<file path="src/rtl/sata_phy_pkg.sv">
// Shared types for the SATA PHY reset sequencer: FSM states, service phases
// and GTX line-rate codes.
package sata_phy_pkg;

  typedef enum logic [2:0] {
    LOCK,
    HOLD,
    WAIT,
    READY,
    TXPCS,
    RXRST,
    RATE
  } state_t;

  // Sub-phase of a serviced request: reset pulse, wait for GTX done, ack handshake.
  typedef enum logic [1:0] {
    PH_PULSE,
    PH_DONE,
    PH_ACK
  } phase_t;

  localparam logic [2:0] RATE_GEN1 = 3'd2;
  localparam logic [2:0] RATE_GEN2 = 3'd1;
  localparam logic [2:0] RATE_GEN3 = 3'd0;

endpackage

</file>
<file path="src/rtl/sata_pulse_timer.sv">
// Loadable down-counter: load N-1 to get a done flag on the N-th cycle after load.
module sata_pulse_timer #(
  parameter int CNT_W = 8
) (
  input  logic             clk,
  input  logic             rst,
  input  logic             i_load,
  input  logic [CNT_W-1:0] i_load_val,
  output logic             o_done
);

  logic [CNT_W-1:0] r_cnt;

  always_ff @(posedge clk or posedge rst) begin
    if (rst) begin
      r_cnt <= '0;
    end else if (i_load) begin
      r_cnt <= i_load_val;
    end else if (r_cnt != '0) begin
      r_cnt <= r_cnt - 1'b1;
    end
  end

  assign o_done = (r_cnt == '0);

endmodule

</file>
<file path="src/rtl/sata_phy_rst_seq.sv">
// SATA PHY reset/recalibration/rate-change sequencer between oob_ctrl and gtx_wrap.
// Optional SATA_PHY_RST_SEQ_DEBUG_EN adds debug_cnt (timeout retries, lock losses).
module sata_phy_rst_seq
  import sata_phy_pkg::*;
#(
  parameter int                   RST_HOLD_LEN = 8,
  parameter int                   PULSE_LEN    = 8,
  parameter int                   TIMEOUT_W    = 16,
  parameter logic [TIMEOUT_W-1:0] TIMEOUT      = 16'hffff,
  parameter int                   RATE_W       = 3
) (
  input  logic              clk,
  input  logic              rst,
  input  logic              cplllock,
  input  logic              usrpll_locked,
  input  logic              txresetdone,
  input  logic              rxresetdone,
  output logic              sata_rst,
  output logic              txuserrdy,
  output logic              rxuserrdy,
  output logic              gtx_ready,
  output logic              gtx_configured,
  input  logic              txpcsreset_req,
  output logic              txpcsreset,
  output logic              recal_tx_done,
  input  logic              rxreset_req,
  output logic              rxreset,
  output logic              rxreset_ack,
  input  logic              rate_req,
  input  logic [RATE_W-1:0] rate_sel,
  output logic [RATE_W-1:0] txrate,
  output logic [RATE_W-1:0] rxrate,
  input  logic              txratedone,
  input  logic              rxratedone,
  output logic              rate_ack
`ifdef SATA_PHY_RST_SEQ_DEBUG_EN
  ,
  output logic [15:0]       debug_cnt
`endif
);

  localparam logic [7:0]           HOLD_VAL  = 8'(RST_HOLD_LEN - 1);
  localparam logic [7:0]           PULSE_VAL = 8'(PULSE_LEN - 1);
  localparam logic [TIMEOUT_W-1:0] TO_VAL    = TIMEOUT - 1'b1;

  state_t            r_state, w_state_nx;
  phase_t            r_phase, w_phase_nx;
  logic              w_lock, w_in_rst, w_same, w_both;
  logic              w_hold_ld, w_hold_done, w_to_ld, w_to_done;
  logic              w_rate_ld, w_timeout_evt;
  logic [7:0]        w_hold_val;
  logic              r_gtx_ready, r_cfg, r_txrd, r_rxrd;
  logic [RATE_W-1:0] r_rate;

  assign w_lock = cplllock & usrpll_locked;
  assign w_same = (rate_sel == r_rate);
  assign w_both = (r_txrd | txratedone) & (r_rxrd | rxratedone);

  sata_pulse_timer #(.CNT_W(8)) u_hold_tmr (
    .clk        (clk),
    .rst        (rst),
    .i_load     (w_hold_ld),
    .i_load_val (w_hold_val),
    .o_done     (w_hold_done)
  );

  sata_pulse_timer #(.CNT_W(TIMEOUT_W)) u_to_tmr (
    .clk        (clk),
    .rst        (rst),
    .i_load     (w_to_ld),
    .i_load_val (TO_VAL),
    .o_done     (w_to_done)
  );

  always_ff @(posedge clk or posedge rst) begin
    if (rst) begin
      r_state <= LOCK;
      r_phase <= PH_PULSE;
    end else begin
      r_state <= w_state_nx;
      r_phase <= w_phase_nx;
    end
  end

  always_comb begin
    w_state_nx    = r_state;
    w_phase_nx    = r_phase;
    w_hold_ld     = 1'b0;
    w_hold_val    = HOLD_VAL;
    w_to_ld       = 1'b0;
    w_rate_ld     = 1'b0;
    w_timeout_evt = 1'b0;
    // Lock loss overrides everything, including a pending timeout.
    if (r_state != LOCK && !w_lock) begin
      w_state_nx = LOCK;
    end else begin
      case (r_state)
        LOCK: if (w_lock) begin
          w_state_nx = HOLD;
          w_hold_ld  = 1'b1;
        end
        HOLD: if (w_hold_done) begin
          w_state_nx = WAIT;
          w_to_ld    = 1'b1;
        end
        WAIT: begin
          if (txresetdone && rxresetdone) w_state_nx = READY;
          else if (w_to_done)             w_timeout_evt = 1'b1;
        end
        READY: begin
          if (rate_req) begin
            w_state_nx = RATE;
            w_phase_nx = PH_DONE;
            w_to_ld    = 1'b1;
            w_rate_ld  = 1'b1;
          end else if (rxreset_req || txpcsreset_req) begin
            w_state_nx = rxreset_req ? RXRST : TXPCS;
            w_phase_nx = PH_PULSE;
            w_hold_ld  = 1'b1;
            w_hold_val = PULSE_VAL;
          end
        end
        TXPCS, RXRST: begin
          case (r_phase)
            PH_PULSE: if (w_hold_done) begin
              w_phase_nx = PH_DONE;
              w_to_ld    = 1'b1;
            end
            PH_DONE: begin
              if ((r_state == TXPCS) ? txresetdone : rxresetdone) w_phase_nx = PH_ACK;
              else if (w_to_done)                                   w_timeout_evt = 1'b1;
            end
            default: if (!((r_state == TXPCS) ? txpcsreset_req : rxreset_req)) w_state_nx = READY;
          endcase
        end
        RATE: begin
          if (r_phase == PH_DONE) begin
            if (w_both)         w_phase_nx = PH_ACK;
            else if (w_to_done) w_timeout_evt = 1'b1;
          end else if (!rate_req) begin
            w_state_nx = READY;
          end
        end
        default: w_state_nx = LOCK;
      endcase
    end
    if (w_timeout_evt) begin
      w_state_nx = HOLD;
      w_hold_ld  = 1'b1;
      w_hold_val = HOLD_VAL;
    end
  end

  // Rate register and sticky ratedone captures; an unchanged rate counts as already done.
  always_ff @(posedge clk or posedge rst) begin
    if (rst) begin
      r_rate <= '0;
      r_txrd <= 1'b0;
      r_rxrd <= 1'b0;
    end else if (w_rate_ld) begin
      r_rate <= rate_sel;
      r_txrd <= w_same;
      r_rxrd <= w_same;
    end else if (r_state == RATE) begin
      r_txrd <= r_txrd | txratedone;
      r_rxrd <= r_rxrd | rxratedone;
    end
  end

  always_ff @(posedge clk or posedge rst) begin
    if (rst) begin
      r_gtx_ready <= 1'b0;
      r_cfg       <= 1'b0;
    end else begin
      r_gtx_ready <= txuserrdy & rxuserrdy & txresetdone & rxresetdone;
      r_cfg       <= r_cfg | (txuserrdy & rxuserrdy & txresetdone & rxresetdone);
    end
  end

  assign w_in_rst       = (r_state == LOCK) || (r_state == HOLD);
  assign sata_rst       = w_in_rst;
  assign txuserrdy      = !w_in_rst;
  assign rxuserrdy      = !w_in_rst && !(r_state == RXRST && r_phase == PH_PULSE);
  assign txpcsreset     = (r_state == TXPCS) && (r_phase == PH_PULSE);
  assign recal_tx_done  = (r_state == TXPCS) && (r_phase == PH_ACK);
  assign rxreset        = (r_state == RXRST) && (r_phase == PH_PULSE);
  assign rxreset_ack    = (r_state == RXRST) && (r_phase == PH_ACK);
  assign rate_ack       = (r_state == RATE) && (r_phase == PH_ACK);
  assign txrate         = r_rate;
  assign rxrate         = r_rate;
  assign gtx_ready      = r_gtx_ready;
  assign gtx_configured = r_cfg;

`ifdef SATA_PHY_RST_SEQ_DEBUG_EN
  logic [7:0] r_dbg_retry, r_dbg_loss;

  always_ff @(posedge clk or posedge rst) begin
    if (rst) begin
      r_dbg_retry <= '0;
      r_dbg_loss  <= '0;
    end else begin
      if (w_timeout_evt && r_dbg_retry != 8'hff)                    r_dbg_retry <= r_dbg_retry + 1'b1;
      if (r_state != LOCK && !w_lock && r_dbg_loss != 8'hff)       r_dbg_loss  <= r_dbg_loss + 1'b1;
    end
  end

  assign debug_cnt = {r_dbg_loss, r_dbg_retry};
`endif

endmodule

</file>
<file path="config.mk">
export PLATFORM = sky130hd
export DESIGN_NAME = sata_phy_rst_seq
export DESIGN_NICKNAME = d
export VERILOG_FILES = /design/src/rtl/sata_phy_pkg.sv /design/src/rtl/sata_pulse_timer.sv /design/src/rtl/sata_phy_rst_seq.sv
export SDC_FILE = /design/constraint.sdc
export NUM_CORES = 1
export LEC_CHECK = 0
export CORE_AREA = 3 3 84 86
export CTS_BUF_LIST = sky130_fd_sc_hd__clkbuf_8
export DETAILED_ROUTE_END_ITERATION = 8
export DIE_AREA = 0 0 87 89
export SLEW_MARGIN = 5
export SYNTH_ARGS = -nofsm -noshare
export SYNTH_HDL_FRONTEND = slang
export SYNTH_HIERARCHICAL = 1
export SYNTH_SLANG_ARGS = --single-unit
</file>
<file path="constraint.sdc">
create_clock -name clk -period 2.3 [get_ports clk]
set_input_delay 0.23 -clock clk [delete_from_list [all_inputs] [get_ports clk]]
set_output_delay 0.23 -clock clk [all_outputs]
set_load 0.01 [all_outputs]
</file>
# After elaboration in Yosys (flattened, before gate mapping)
# Cells that the tools add are included.
[op_classes]
bitwise_logic = 9
addsub = 2
n_reduce_logical = 28
muxes = 52
eq_ne = 23
[op_table]
columns = ["cell", "count"]
rows = [
  ["$mux W3", 11],
  ["$mux W16", 2],
  ["$mux W1", 25],
  ["$ne A4 B4 Y1 const B", 6],
  ["$pmux W3 S6", 1],
  ["$logic_not A16 Y1", 1],
  ["$mux W8", 2],
  ["$reduce_and A8 Y1", 2],
  ["$reduce_bool A16 Y1", 1],
  ["$sub A16 B1 Y16 const B", 1],
  ["$mux W2", 6],
  ["$eq A3 B3 Y1 const B", 3],
  ["$ne A3 B3 Y1 const B", 3],
  ["$logic_and A1 B1 Y1", 8],
  ["$logic_not A8 Y1", 1],
  ["$reduce_bool A8 Y1", 1],
  ["$sub A8 B1 Y8 const B", 1],
  ["$eq A3 B2 Y1 const B", 2],
  ["$pmux W1 S3", 2],
  ["$pmux W2 S3", 1],
  ["$reduce_bool A2 Y1", 3],
  ["$reduce_bool A3 Y1", 2],
  ["$and A1 B1 Y1", 5],
  ["$ne A5 B5 Y1 const B", 1],
  ["other kinds (16)", 23],
]
[word_totals]
in_bits = 14
elab_cells = 123
ff_bits = 36
output_inout_bits = 16

# Logic depth before layout (Yosys ltp)
[depth]
word_depth = 8
ltp_mapped = 11
depth_no_buf = 9

# Hierarchy
# The synthesis kept the hierarchy.
[modules_own_cells]
columns = ["mod", "area_per_inst_um2", "instances", "cells_per_inst", "seq_area_each_um2"]
rows = [
  ["sata_phy_rst_seq", 1013.5, 1, 121, 300.3],
  ["sata_pulse_timer at u_to_tmr", 1008.5, 1, 108, 400.4],
  ["sata_pulse_timer at u_hold_tmr", 496.7, 1, 56, 200.2],
]

# Least setup slack after synthesis
# OpenSTA, ideal clock, no wires.
[synth_path]
path_kind = "register to register"
from = "register u_hold_tmr.r_cnt[0]"
to = "register r_phase[0]"
setup_slack_ns = -0.181
n_path_buf = 1
arrival_time_ns = 2.356
path_stages_with_launch = 10
setup_time_ns = 0.125
period_less_slack_ns = 2.481
required_ns = 2.175
cell_sequence = "dfrtp_1 -> inv_1 -> ha_1 -> or4b_1 -> buf_2 -> nor2_2 -> nor2_1 -> or3_1 -> a211oi_2 -> mux2_2"
[synth_between]
elab_chain_cells = 3
[synth_lines]
columns = ["element", "line", "text"]
rows = [
  ["start: declaration", "sata_pulse_timer.sv:12", "logic [CNT_W-1:0] r_cnt;"],
  ["start signal: assignment", "sata_pulse_timer.sv:18", "r_cnt <= i_load_val;"],
  ["start signal: assignment", "sata_pulse_timer.sv:20", "r_cnt <= r_cnt - 1'b1;"],
  ["$logic_not A8 Y1", "sata_pulse_timer.sv:24", "assign o_done = (r_cnt == '0);"],
  ["named net w_hold_done", "sata_phy_rst_seq.sv:49", "logic w_hold_ld, w_hold_done, w_to_ld, w_to_done;"],
  ["$ne A3 B2 Y1 (no source line)", "n/a", ""],
  ["$reduce_and A8 Y1 (no source line)", "n/a", ""],
  ["end signal: assignment", "sata_phy_rst_seq.sv:81", "r_phase <= w_phase_nx;"],
  ["end: declaration", "sata_phy_rst_seq.sv:47", "phase_t r_phase, w_phase_nx;"],
]
# The timed path passes the listed nets, and every way through them passes these cells.
# A chain may end at the register's enable or synchronous reset.

# Worst setup path after layout
[layout_path]
from = "register u_hold_tmr.r_cnt[1]"
to = "register r_phase[0]"
# Same word-level chain as after synthesis.

==> flow_summary.toml <==
[global_route]
overflow = 0
grt_pass1_vias = 2156
grt_first_pass_wirelength_mm = 10.1
grt_use_total_pct = 16.1
antenna_found_initial = 0
grt_max_degree = 21

[detailed_routing]
wirelength_mm = 5.74
first_iter_violations = 88
vias = 2240
antenna_left = 0
wl_per_cell_um = 13.1
first_pass_iters = 4
routed_via_density = 5.11
drc_errors = 0

[worst_setup_path]
cpPeakStageDelay_ns = 0.47
worstRegToRegCells = 8
setup.worst_path.start_class = "flip-flop"
cp_top_family = "simple AND/OR/NAND/NOR gates"
cp.required_ns = 2.47
crit_buf_inv = 1
cp-end-kind = "flip-flop"
crit_chain = "inv_2 -> ha_4 -> or4b_4 -> nor2_4 -> nor2_1 -> or3_1 -> a211oi_2 -> mux2_4"
worst_path_max_delay_cell = "or4b_4"
crit_type = "reg -> reg"
worst-path-stages = 8
critPathMaxFanout = 4
crit_arrival_ns = 2.47

[finish]
multi_input_area_um2 = 1600
num-fill-cells = 586
syn_to_final_growth_pct = 31.6
utilization_pct = 52.2
antennaDiodeCount = 0
drive_above_1_share_pct = 21.3
stdcell_count = 438
seqCellArea_um2 = 902
layout.nets = 376

[timing]
final_hold_viol_count = 0
rsz0062_at_grt = "yes"
setup_tns_ns = 0
tightest_slew_ns = 0.633
finalSetupViolations = 0
finalCriticalPeriod_ns = 2.30
drv_slew = 0
fin_skew_ns = 0.00668
max_freq_mhz = 435
fin_crit_sh_pct = 99.9
holdWs_ns = 0.275
relSlewSlack_pct = 57.8

[synth]
synth-seq-cells = 36
synth_compound_area_share_pct = 20.5
synth.mux.area_fraction_pct = 4.67
synthXorXnorAreaFrac_pct = 4.52
syn_avg_cell_area_um2 = 8.84
yosysWarnings = 6
yosys.area_share.simple_pct = 28.0
ys_seq_area_share_pct = 35.8
ys_types = 67
synth_fa_ha_area_share_pct = 0.994
async_reset_ff_share_pct = 100
netlist_area_um2 = 2520
synth_edf_count = 0
syn_inst = 285
synth_top_family_by_area = "simple AND/OR/NAND/NOR gates"
ys.flop_type = "dfrtp_1"

[clocking]
cts_max_path_buffers = 2
clk_latency_ns = 0.29
cts_buffers = 5
cts_tree = "built"
cts_num_sinks = 36
path_clk_slew_ns = 0.08
clock-root-buffer = "clkbuf_8"
htree_num_levels = 2
cts.hold.buffers_added = 0

[power]
combPwrFrac_pct = 44.4
clockPowerShare_pct = 18.6
p_per_area_nw_per_um2 = 898
vdd_drop_max_mv = 0.481
p_sw_mw = 1.09
internal_power_mw = 1.89
power_mw = 2.98
swShare_pct = 36.6
seqPwrFrac_pct = 37.0
leakagePower_nw = 1.37

[placed_design]
hpwl_mm = 4.35
gp_congestion = 0.853
numPortBuffers = 29
placed_cells = 429

[die]
die_area_um2 = 7740
initial_core_util_pct = 39.7
boundaryPins = 30
die_w_um = 87
die_h_um = 89
num_rows = 29
core_um2 = 6350

[run_status]
status = "completed"

[flow_run]
cap_violations = 0

[hold_path]
hp-class = "in -> async"
[synth_stat cells, types with 2 or more instances]
master	n	area, um2
ha_1	2	25.0
and3_1	5	31.3
inv_1	15	56.3
a21boi_0	2	15.0
or3_1	2	12.5
nor3b_1	2	15.0
nor3_2	4	40.0
buf_4	3	22.5
o21a_1	2	15.0
o21ai_0	8	40.0
clkbuf_1	5	18.8
mux2_2	5	56.3
nand4_1	2	12.5
buf_2	5	25.0
or4_1	2	15.0
buf_1	3	11.3
a21oi_1	15	75.1
conb_1	2	7.51
xnor2_1	12	105
a31oi_1	7	43.8
o21ai_1	8	40.0
o31ai_1	9	67.6
dfrtp_1	36	901
mux2i_1	5	50.1
nor4_1	2	12.5
nand2b_1	5	31.3
o31a_1	2	17.5
nor2_1	24	90.1
nand2_1	27	101
o22ai_1	3	18.8
or4b_1	2	20.0
nand3_1	4	20.0
a211oi_2	3	37.5
nor4_2	2	25.0
nor3_1	13	65.1
nor2b_1	6	37.5
[through the flow]
stage	instance area, um2	setup WS (ns)
after floorplan	2620	-0.140
after global placement	3170	-0.0622
after detailed placement	3170	-0.0943
after CTS	3300	-0.000191
after global routing	3310	-0.102
final	3310	0.00163
[worst paths after layout]
path                                     startpoint             endpoint  slack [ns]
min in group clk                     gtx_configured       gtx_configured        0.48
worst max register to register  u_hold_tmr/r_cnt[1]           r_phase[0]       0.002
max in group asynchronous                       rst   u_to_tmr/r_cnt[13]        1.48
worst min-delay path                            rst  u_hold_tmr/r_cnt[2]        0.28
worst max-delay path            u_hold_tmr/r_cnt[1]           r_phase[0]       0.002
worst min register to register       gtx_configured       gtx_configured        0.48
[cell type report]
class	count	area share (%)
Inverter	15	1.70
Clock buffer	5	2.08
Timing Repair Buffer	62	16.6
Multi-Input combinational cell	240	48.3
Sequential cell	36	27.2
Tap cell	77	2.91
Clock inverter	3	1.17
[power groups by stage]
stage	combinational (mW)	clock (mW)	sequential, mW
finish	1.32	0.554	1.10
global route	1.49	0.597	1.14
CTS	1.32	0.568	1.10
detailed placement	1.29	0	1.11
global placement	1.28	0	1.10
floorplan	0.860	0	1.07
[kinds of logic after synthesis]
family	count (synthesis)
AO/OA/AOI/OAI	74
XOR/XNOR	13
adder cells (fa/ha/maj)	2
buffers and inverters	31
flip-flops	36
multiplexers	11
other	2
AND/OR/NAND/NOR	116
[flip-flops by register name, summed over array words and instances, names as in the netlist]
signal	count
u_to_tmr/r_cnt	16
u_hold_tmr/r_cnt	8
r_state	3
rxrate	3
r_phase	2
gtx_configured	1
gtx_ready	1
r_rxrd	1
r_txrd	1
[timing repair]
item                       in CTS  in global routing
resized for setup               6                  2
setup endpoints to repair       6                 13
pin swaps                       1                  1
setup buffers                   0                  1
[cell usage in the layout (no fill, tap or decap), types with 8 or more instances in the layout]
cell	n
dfrtp_1	35
nor2_1	23
o31ai_1	8
a21oi_1	15
o21ai_1	8
buf_4	32
conb_1	24
nand2_1	27
xnor2_1	12
clkdlybuf4s50_1	29
nor3_1	13
inv_1	14
o21ai_0	8
[layer usage]
layer  wire (um)  vias up  GRT usage, %  part of all wire [%]
met5           0        -             0                     0
met4          46        0          3.68                  0.80
met3         240        4          3.13                   4.2
met2        2730       53          26.3                    47
met1        2730     1033          22.2                    48
li1            -     1150             -                     -
(Power assumes the default switching activity.)
